==> src/rtl/uart_alu_pkg.sv <==
// Shared framing constants and opcode/state encodings for the UART packet ALU.
// Opcode values are fixed by the host tooling and must not change.
package uart_alu_pkg;

    typedef enum logic [7:0] {
        ECHO = 8'hEC,
        ADD  = 8'hAD,
        MUL  = 8'h88
    } opcode_e;

    typedef enum logic [2:0] {
        HDR_OP,
        HDR_RSV,
        HDR_LEN0,
        HDR_LEN1,
        PAYLOAD,
        SEND
    } state_e;

    localparam int HDR_BYTES = 4;

    function automatic logic op_known(input logic [7:0] op);
        return (op == ECHO) || (op == ADD) || (op == MUL);
    endfunction

endpackage

==> src/rtl/uart_alu_txser.sv <==
// Parallel-in, byte-out AXIS serializer: sends NB bytes LSB first after a load pulse.
// The shift register only moves on a handshake, so tdata holds steady while stalled.
module uart_alu_txser #(
    parameter int NB = 4
) (
    input  logic            clk_i,
    input  logic            reset_i,
    input  logic            load,
    input  logic [NB*8-1:0] din,
    output logic [7:0]      tdata,
    output logic            tvalid,
    input  logic            tready,
    output logic            busy,
    output logic            done
);
    localparam int BW = $clog2(NB + 1);

    logic [NB*8-1:0] sr;
    logic [BW-1:0]   rem;

    always_ff @(posedge clk_i) begin
        if (reset_i) begin
            sr     <= '0;
            rem    <= '0;
            tvalid <= 1'b0;
        end else if (load) begin
            sr     <= din;
            rem    <= BW'(NB - 1);
            tvalid <= 1'b1;
        end else if (tvalid && tready) begin
            if (rem == '0) begin
                tvalid <= 1'b0;
            end else begin
                sr  <= sr >> 8;
                rem <= rem - 1'b1;
            end
        end
    end

    assign tdata = sr[7:0];
    assign busy  = tvalid;
    assign done  = tvalid && tready && (rem == '0);

endmodule

==> src/rtl/uart_alu_engine.sv <==
// Packet ALU between UART RX and TX byte streams: parses a 4-byte header, then
// echoes the payload or folds it into one ADD/MUL result returned little-endian.
module uart_alu_engine
    import uart_alu_pkg::*;
#(
    parameter int OP_WIDTH = 32
) (
    input  logic       clk_i,
    input  logic       reset_i,
    input  logic [7:0] s_axis_tdata,
    input  logic       s_axis_tvalid,
    output logic       s_axis_tready,
    output logic [7:0] m_axis_tdata,
    output logic       m_axis_tvalid,
    input  logic       m_axis_tready,
    output logic       busy_o,
    output logic       err_o
);
    localparam int          NB      = OP_WIDTH / 8;
    localparam int          BW      = $clog2(NB + 1);
    localparam logic [15:0] HDR_LEN = 16'(HDR_BYTES);

    state_e              state;
    logic [7:0]          op_q, len_lo;
    logic [15:0]         cnt, len_w;
    logic [OP_WIDTH-1:0] acc, opnd;
    logic [BW-1:0]       bidx;
    logic                upd, rdy, s_fire, is_echo, is_arith;
    logic [7:0]          ech_d, tx_data;
    logic                ech_v, tx_vld, tx_busy, tx_done, tx_load;

    assign len_w    = {s_axis_tdata, len_lo};
    assign is_echo  = (op_q == ECHO);
    assign is_arith = (op_q == ADD) || (op_q == MUL);

    // Unknown opcodes still drain their payload, so they accept whenever bytes remain.
    always_comb begin
        rdy = 1'b0;
        case (state)
            HDR_OP, HDR_RSV, HDR_LEN0, HDR_LEN1: rdy = 1'b1;
            PAYLOAD: begin
                if (cnt != '0) begin
                    if (is_arith)     rdy = ~upd;
                    else if (is_echo) rdy = ~ech_v | m_axis_tready;
                    else              rdy = 1'b1;
                end
            end
            default: rdy = 1'b0;
        endcase
    end

    assign s_axis_tready = rdy & ~reset_i;
    assign s_fire        = s_axis_tvalid & s_axis_tready;
    assign tx_load       = (state == SEND) & ~tx_busy;
    assign busy_o        = (state != HDR_OP);
    assign m_axis_tvalid = tx_vld | ech_v;
    assign m_axis_tdata  = tx_vld ? tx_data : ech_d;

    always_ff @(posedge clk_i) begin
        if (reset_i) begin
            state  <= HDR_OP;
            op_q   <= '0;
            len_lo <= '0;
            cnt    <= '0;
            acc    <= '0;
            opnd   <= '0;
            bidx   <= '0;
            upd    <= 1'b0;
            ech_d  <= '0;
            ech_v  <= 1'b0;
            err_o  <= 1'b0;
        end else begin
            err_o <= 1'b0;
            if (ech_v && m_axis_tready) ech_v <= 1'b0;
            case (state)
                HDR_OP: if (s_fire) begin
                    op_q  <= s_axis_tdata;
                    acc   <= (s_axis_tdata == MUL) ? OP_WIDTH'(1) : '0;
                    opnd  <= '0;
                    bidx  <= '0;
                    upd   <= 1'b0;
                    state <= HDR_RSV;
                end
                HDR_RSV: if (s_fire) state <= HDR_LEN0;
                HDR_LEN0: if (s_fire) begin
                    len_lo <= s_axis_tdata;
                    state  <= HDR_LEN1;
                end
                HDR_LEN1: if (s_fire) begin
                    cnt <= len_w - HDR_LEN;
                    if (len_w < HDR_LEN) begin
                        err_o <= 1'b1;
                        state <= HDR_OP;
                    end else begin
                        if (!op_known(op_q)) err_o <= 1'b1;
                        if (len_w != HDR_LEN) state <= PAYLOAD;
                        else if (is_arith)    state <= SEND;
                        else                  state <= HDR_OP;
                    end
                end
                PAYLOAD: begin
                    if (is_arith) begin
                        // One dedicated cycle per operand keeps the multiplier off the byte path.
                        if (upd) begin
                            acc   <= (op_q == MUL) ? acc * opnd : acc + opnd;
                            opnd  <= '0;
                            bidx  <= '0;
                            upd   <= 1'b0;
                            if (cnt == '0) state <= SEND;
                        end else if (s_fire) begin
                            for (int i = 0; i < NB; i++)
                                if (bidx == BW'(i)) opnd[i*8 +: 8] <= s_axis_tdata;
                            bidx <= bidx + 1'b1;
                            cnt  <= cnt - 1'b1;
                            if (bidx == BW'(NB - 1) || cnt == 16'd1) upd <= 1'b1;
                        end
                    end else if (is_echo) begin
                        if (s_fire) begin
                            ech_d <= s_axis_tdata;
                            ech_v <= 1'b1;
                            cnt   <= cnt - 1'b1;
                        end else if (cnt == '0 && (!ech_v || m_axis_tready)) begin
                            state <= HDR_OP;
                        end
                    end else if (s_fire) begin
                        cnt <= cnt - 1'b1;
                        if (cnt == 16'd1) state <= HDR_OP;
                    end
                end
                SEND: if (tx_done) state <= HDR_OP;
                default: state <= HDR_OP;
            endcase
        end
    end

    uart_alu_txser #(.NB(NB)) u_txser (
        .clk_i  (clk_i),
        .reset_i(reset_i),
        .load   (tx_load),
        .din    (acc),
        .tdata  (tx_data),
        .tvalid (tx_vld),
        .tready (m_axis_tready),
        .busy   (tx_busy),
        .done   (tx_done)
    );

endmodule

==> config.mk <==
export PLATFORM = sky130hd
export DESIGN_NAME = uart_alu_engine
export DESIGN_NICKNAME = d
export VERILOG_FILES = /design/src/rtl/uart_alu_pkg.sv /design/src/rtl/uart_alu_txser.sv /design/src/rtl/uart_alu_engine.sv
export SDC_FILE = /design/constraint.sdc
export NUM_CORES = 2
export LEC_CHECK = 0
export BUFFER_PORTS_ARGS = -buffer_cell sky130_fd_sc_hd__buf_2
export CORE_ASPECT_RATIO = 0.75
export CORE_UTILIZATION = 50
export DETAILED_ROUTE_END_ITERATION = 12
export PLACE_DENSITY_LB_ADDON = 0.2
export SLEW_MARGIN = 20
export SYNTH_ARGS = -nofsm -noshare
export SYNTH_HDL_FRONTEND = slang
export SYNTH_HIERARCHICAL = 1
export SYNTH_SLANG_ARGS = --single-unit
==> constraint.sdc <==
create_clock -name clk_i -period 7.1 [get_ports clk_i]
set_input_delay 0.71 -clock clk_i [delete_from_list [all_inputs] [get_ports clk_i]]
set_output_delay 0.71 -clock clk_i [all_outputs]
set_load 0.05 [all_outputs]
Word level (Yosys, flattened, before mapping):

Cells that the tools add are included.

* flip-flop bits (word level): 149
* logic and storage cells: 179
* output and inout bits: 12
* input port bits: 12

* eq/ne operators: 34
* magnitude comparators: 1
* reductions and logical operators: 38
* $mul: 1
* add/sub/neg operators: 5
* mux-type cells: 69
* bitwise logic cells: 13

Operators by type and width (count)
* $mux 32: 11
* $pmux 32 s2: 2
* $mux 16: 4
* $mux 3: 20
* $mux 8: 5
* $add 32x32->32: 1
* $eq 8x8->1 const B: 4
* $mul 32x32->32: 1
* $pmux 16 s2: 1
* $ne 3x3->1 const B: 8
* $reduce_and 5->1: 4
* $mux 1: 19
* $pmux 3 s6: 1
* $eq 16x1->1 const B: 1
* $logic_not 16->1: 1
* $lt 16x3->1 const B: 1
* $ne 16x3->1 const B: 1
* $ne 2x2->1 const B: 8
* $ne 4x4->1 const B: 4
* $reduce_bool 16->1: 1
* $sub 16x1->16 const B: 1
* $sub 16x3->16 const B: 1
* $eq 3x2->1 const B: 4
* $reduce_and 4->1: 3
* 22 further kinds: 54

Logic depth before layout (Yosys ltp):

* word-level depth: 12
* depth in mapped cells: 27
* mapped depth without buffers: 26

Hierarchy:

Netlist, hierarchy kept.

By module, submodules not included
* uart_alu_engine: seq. area each 2262.2 µm², area an instance 22532.9 µm², cells an instance 2551, times used 1
* uart_alu_txser: seq. area each 720.7 µm², area an instance 1901.8 µm², cells an instance 201, times used 1

Worst setup path before layout:

No wires, ideal clock.

* path kind: register -> register
* start: register opnd[3]
* end: register acc[30]
* slack: 0.175 ns
* setup time: 0.082 ns
* arrival: 6.842 ns
* period minus slack after synthesis: 6.925 ns
* cell stages (with the launch flop): 26
* cell sequence: dfxtp_1 clkbuf_1 clkbuf_1 and2_1 fa_1 inv_1 fa_1 fa_1 fa_1 inv_1 fa_1 inv_1 fa_1 inv_1 fa_1 fa_1 ha_1 a21oi_1 nand3_1 o21ai_0 a41oi_1 or4_1 a31o_2 nand4_1 mux2_2 o221ai_1

* longest elaborated chain between the ends: 5
* elaborated cells between the ends (all ways): 6

RTL lines
* start: declaration: RTL line uart_alu_engine.sv:26 `logic [OP_WIDTH-1:0] acc, opnd;`
* start signal: indexed assignment: RTL line uart_alu_engine.sv:112 `if (bidx == BW'(i)) opnd[i*8 +: 8] <= s_axis_tdata;`
* $mul 32x32->32 or $add 32x32->32 (tied branches): RTL line uart_alu_engine.sv:105 `acc <= (op_q == MUL) ? acc * opnd : acc + opnd;`
* $mux 32 *: RTL line uart_alu_engine.sv:105
* $mux 32 *: RTL line uart_alu_engine.sv:104 `if (upd) begin`
* $mux 32 *: RTL line uart_alu_engine.sv:102 `if (is_arith) begin`
* $pmux 32 s2 *: RTL line uart_alu_engine.sv:75 `case (state)`
* end signal: assignment: RTL line uart_alu_engine.sv:78 `acc <= (s_axis_tdata == MUL) ? OP_WIDTH'(1) : '0;`
* end signal: assignment: RTL line uart_alu_engine.sv:105
* end: declaration: RTL line uart_alu_engine.sv:26

Mark *: on every way between the ends. The rest lies on a longest branch, timed or not. The select of a mux whose other input is x is not followed.
A chain may end at the register's enable or synchronous reset.

Worst setup path after layout:

* start: register acc[7]
* end: register acc[31]

* longest elaborated chain between the ends: 5
* elaborated cells between the ends (all ways): 6

RTL lines (RTL line)
* $mul 32x32->32 or $add 32x32->32 (tied branches): uart_alu_engine.sv:105
* $mux 32 *: uart_alu_engine.sv:105
* $mux 32 *: uart_alu_engine.sv:104
* $mux 32 *: uart_alu_engine.sv:102
* $pmux 32 s2 *: uart_alu_engine.sv:75

Marks and branches as above.

==> results.md <==
- Worst setup EP type: register
- Clock tree root buffer cell: clkbuf_16
- DR vias: 19.7k
- Reported max-cap violation count: 0
- # hold bufs at CTS: 0
- Initial DRC count: 1694
- Flop pwr share: 41.3%
- Clock share of power: 42.4%
- IO Pins: 24
- Critical Path AT: 7.26 ns
- Relative slew slack: 32.3%
- CP startpoint: acc[7]
- Pin count of the biggest net entering global routing: 83
- Hpwl dp: 61.4 mm
- Net switching power figure: 0.707 mW
- Residual DRC: 0
- CP Max Fanout: 11
- Most common cell in the netlist: fa_1
- Final setup vio count: 0
- YS warnings: 6
- Yosys reg bits: 149
- Starting Density: 51.1%
- Synth-to-layout area growth: 10.8%
- Synth Net Count: 3338
- Global route hottest layer: met2
- Ys flop type: dfxtp_1
- Fin. Hold Viols: 0
- Die height: 193 µm
- Port Buffer Count: 23
- Setup CP Type: reg2reg
- Peak Freq: 144 MHz
- Core ar.: 0.0478 mm²
- TritonCTS Sinks: 149
- GRT Util Overall: 31.7%
- Crit path largest cell delay: 0.54 ns
- Post-route cell area: 0.0271 mm²
- Layout cells sized above 1: 12.7%
- Clock Tree Buf Depth: 2
- Synth top cells by count: 409 x fa_1, 404 x inv_1, 305 x nand2_1
- Number of global-route vias before repair: 20.2k
- Die area: 0.0498 mm²
- CTS Buf Count: 17
- Tcrit/Tclk final: 97.6%
- CTS clk-pin slew, worst paths: 0.08 ns
- Switching portion of total power: 33.2%
- Post-Syn Area: 0.0244 mm²
- Largest cells by area after synthesis: fa_1 34%, dfxtp_1 12%, ha_1 8.4%
- Final wirelength: 76.7 mm
- WP depth: 25
- WL/cell: 22.2 µm
- Met2 usage: 46.3%
- DR vias/cell: 5.69
- Drt first pass iters: 6
- Final worst-path setup slack: 0.174 ns
- Initial antenna violation count: 1
- Clk_lat worst skew: 0.45 ns
- RSZ-0062 raised after global routing: yes
- Cell family with most CP delay: adder cells
- Gr ovfl total: 0
- Netlist cell types: 90
- CTS tree: built
- Avg Cell Area, Syn: 8.88 µm²
- Post-Place Cell Area: 0.0261 mm²
- Reg2reg end: acc[31]
- Grt met3 use: 7.47%
- Internal: 1.43 mW
- H-tree levels: 4
- Reg2reg setup slack: 0.17 ns
- Nets: 3394
- Reg2reg start: acc[7]
- Status: finished clean
- Startpoint Class: register
- Pwr per Cell Area: 78.8 mW/mm²
- Max VDD drop: 0.000139 V
- Die X-Extent: 257 µm
- HP Class: reg2reg
- First-pass GRT wire length: 119 mm
- Cell row count: 69
- Slew at the pin closest to its max-slew limit: 1.02 ns
- Syn Inst Count: 2752
- Ys async rst share: 0%
- DP Worst Slack: -0.0673 ns
- Number of synthesized flops with an enable pin: 0
- Clock Skew: 0.0153 ns
- Worst path required time: 7.43 ns
- Synth top area share: 33.5%
- Leakage: 12.8 nW
- Slowest library cell on the worst path: fa_1
- Combinational group share of total power: 16.2%
- GP Congestion: 0.965
- Seq/Total Area, Yosys: 12.2%
- Final ANT Viol Nets: 0
- Area leader, netlist: fa_1
- Max Transition Viols Final: 0
- Layout fillers: 4295
- Fin crit period: 6.93 ns
- Grt met1 use: 45.8%
- Critical path destination: acc[31]
- CP dominant cell by count: fa_1
- CP Buf/Inv Count: 6
- Cells on worst reg2reg path: 25
per-layer routing:
metal,share of wire [%],vias up
met1,44,9949
met2,43,803
met3,9.5,121
met4,3.3,0
met5,0,-
li1,-,8840
how the worst min path moves through the flow:
stage / start / to / slack, ns / depth (start not counted)
global route: u_txser/sr[25] / u_txser/sr[25] / 0.53 / 2
detailed placement: cnt[7] / cnt[7] / 0.48 / 2
CTS: cnt[7] / cnt[7] / 0.49 / 2
global placement: op_q[4] / op_q[4] / 0.47 / 2
floorplan: cnt[14] / cnt[14] / 0.45 / 2
finish: cnt[7] / cnt[7] / 0.49 / 2
layout make-up:
| class | count | area [µm²] | share of cell area (%) |
|---|---|---|---|
| antenna | 2 | 5.00 | 0.0185 |
| inverter | 405 | 1520 | 5.62 |
| clock inverter | 14 | 134 | 0.495 |
| sequential | 149 | 3050 | 11.3 |
| clock buffer | 18 | 429 | 1.59 |
| multi-input combinational | 2036 | 19400 | 71.7 |
| timing repair buffer | 199 | 1730 | 6.38 |
| tap | 639 | 800 | 2.95 |
worst reg2reg max path, cell delays in order, from the launching register on:
cell	delay (ns)
dfxtp_4	0.40
buf_4	0.15
buf_6	0.17
buf_4	0.16
and2_1	0.16
fa_1	0.55
inv_1	0.06
fa_1	0.50
inv_1	0.06
fa_1	0.50
fa_1	0.52
inv_1	0.06
fa_1	0.45
fa_1	0.51
fa_1	0.43
fa_1	0.45
xnor2_2	0.18
xnor2_1	0.19
xnor2_1	0.16
xnor2_1	0.11
xnor2_1	0.23
xnor2_1	0.12
xnor2_1	0.27
xnor2_1	0.16
o32ai_1	0.09
o21bai_1	0.18
state kept, by name, summed over array words and instances, names as in the netlist, 3 cells and up:
| signal | flops |
|---|---|
| bidx | 3 |
| op_q | 8 |
| ech_d | 8 |
| u_txser/rem | 3 |
| cnt | 16 |
| len_lo | 8 |
| acc | 32 |
| u_txser/sr | 32 |
| opnd | 32 |
| state | 3 |
power by group through the flow:
stage,sequential (mW),clock (mW),combinational (mW)
2_1_floorplan,0.893,0,0.256
3_3_place_gp,0.903,0,0.332
3_5_place_dp,0.904,0,0.337
4_1_cts,0.885,0.916,0.338
5_1_grt,0.884,0.944,0.372
6_report,0.881,0.905,0.346
metrics by stage:
step	util (%)	total power, mW	std cells	setup TNS (ns)	hold WS, ns
6_report	56.6	2.13	3462	0	0.491
5_1_grt	56.6	2.20	3460	-0.0752	0.526
4_1_cts	55.8	2.14	3450	0	0.490
3_5_place_dp	54.6	1.24	3418	-0.138	0.478
3_3_place_gp	54.5	1.24	3418	-0.174	0.468
2_1_floorplan	-	1.15	2752	0	0.452
cell usage in the layout (no fill, tap or decap), drive strengths merged, types with 72 or more instances in the layout:
cell type  Yosys  final
a21oi         72     72
and2         304    304
buf           36    198
dfxtp        149    149
fa           409    409
ha           165    165
inv          404    413
nand2        307    307
nor2         173    173
o21ai         78     78
xnor2         78     78
logic make-up (layout without fill, tap and decap cells):
group | Yosys count | in the layout | synth area share, %
simple gates | 928 | 928 | 19.0
xor+xnor | 116 | 116 | 4.16
other cells | 0 | 2 | 0
fa+ha+maj | 574 | 574 | 42.0
mux | 70 | 70 | 2.91
compound gates | 348 | 348 | 10.5
buf+inv | 567 | 636 | 9.21
flops | 149 | 149 | 12.2
repair_timing:
action,4_1_cts,5_1_grt
setup buffers,0,9
resized for setup,5,91
cloned,0,1
pin swaps,0,29
endpoints found under the setup margin,5,8
No activity file was read; power rests on OpenSTA's default activity.
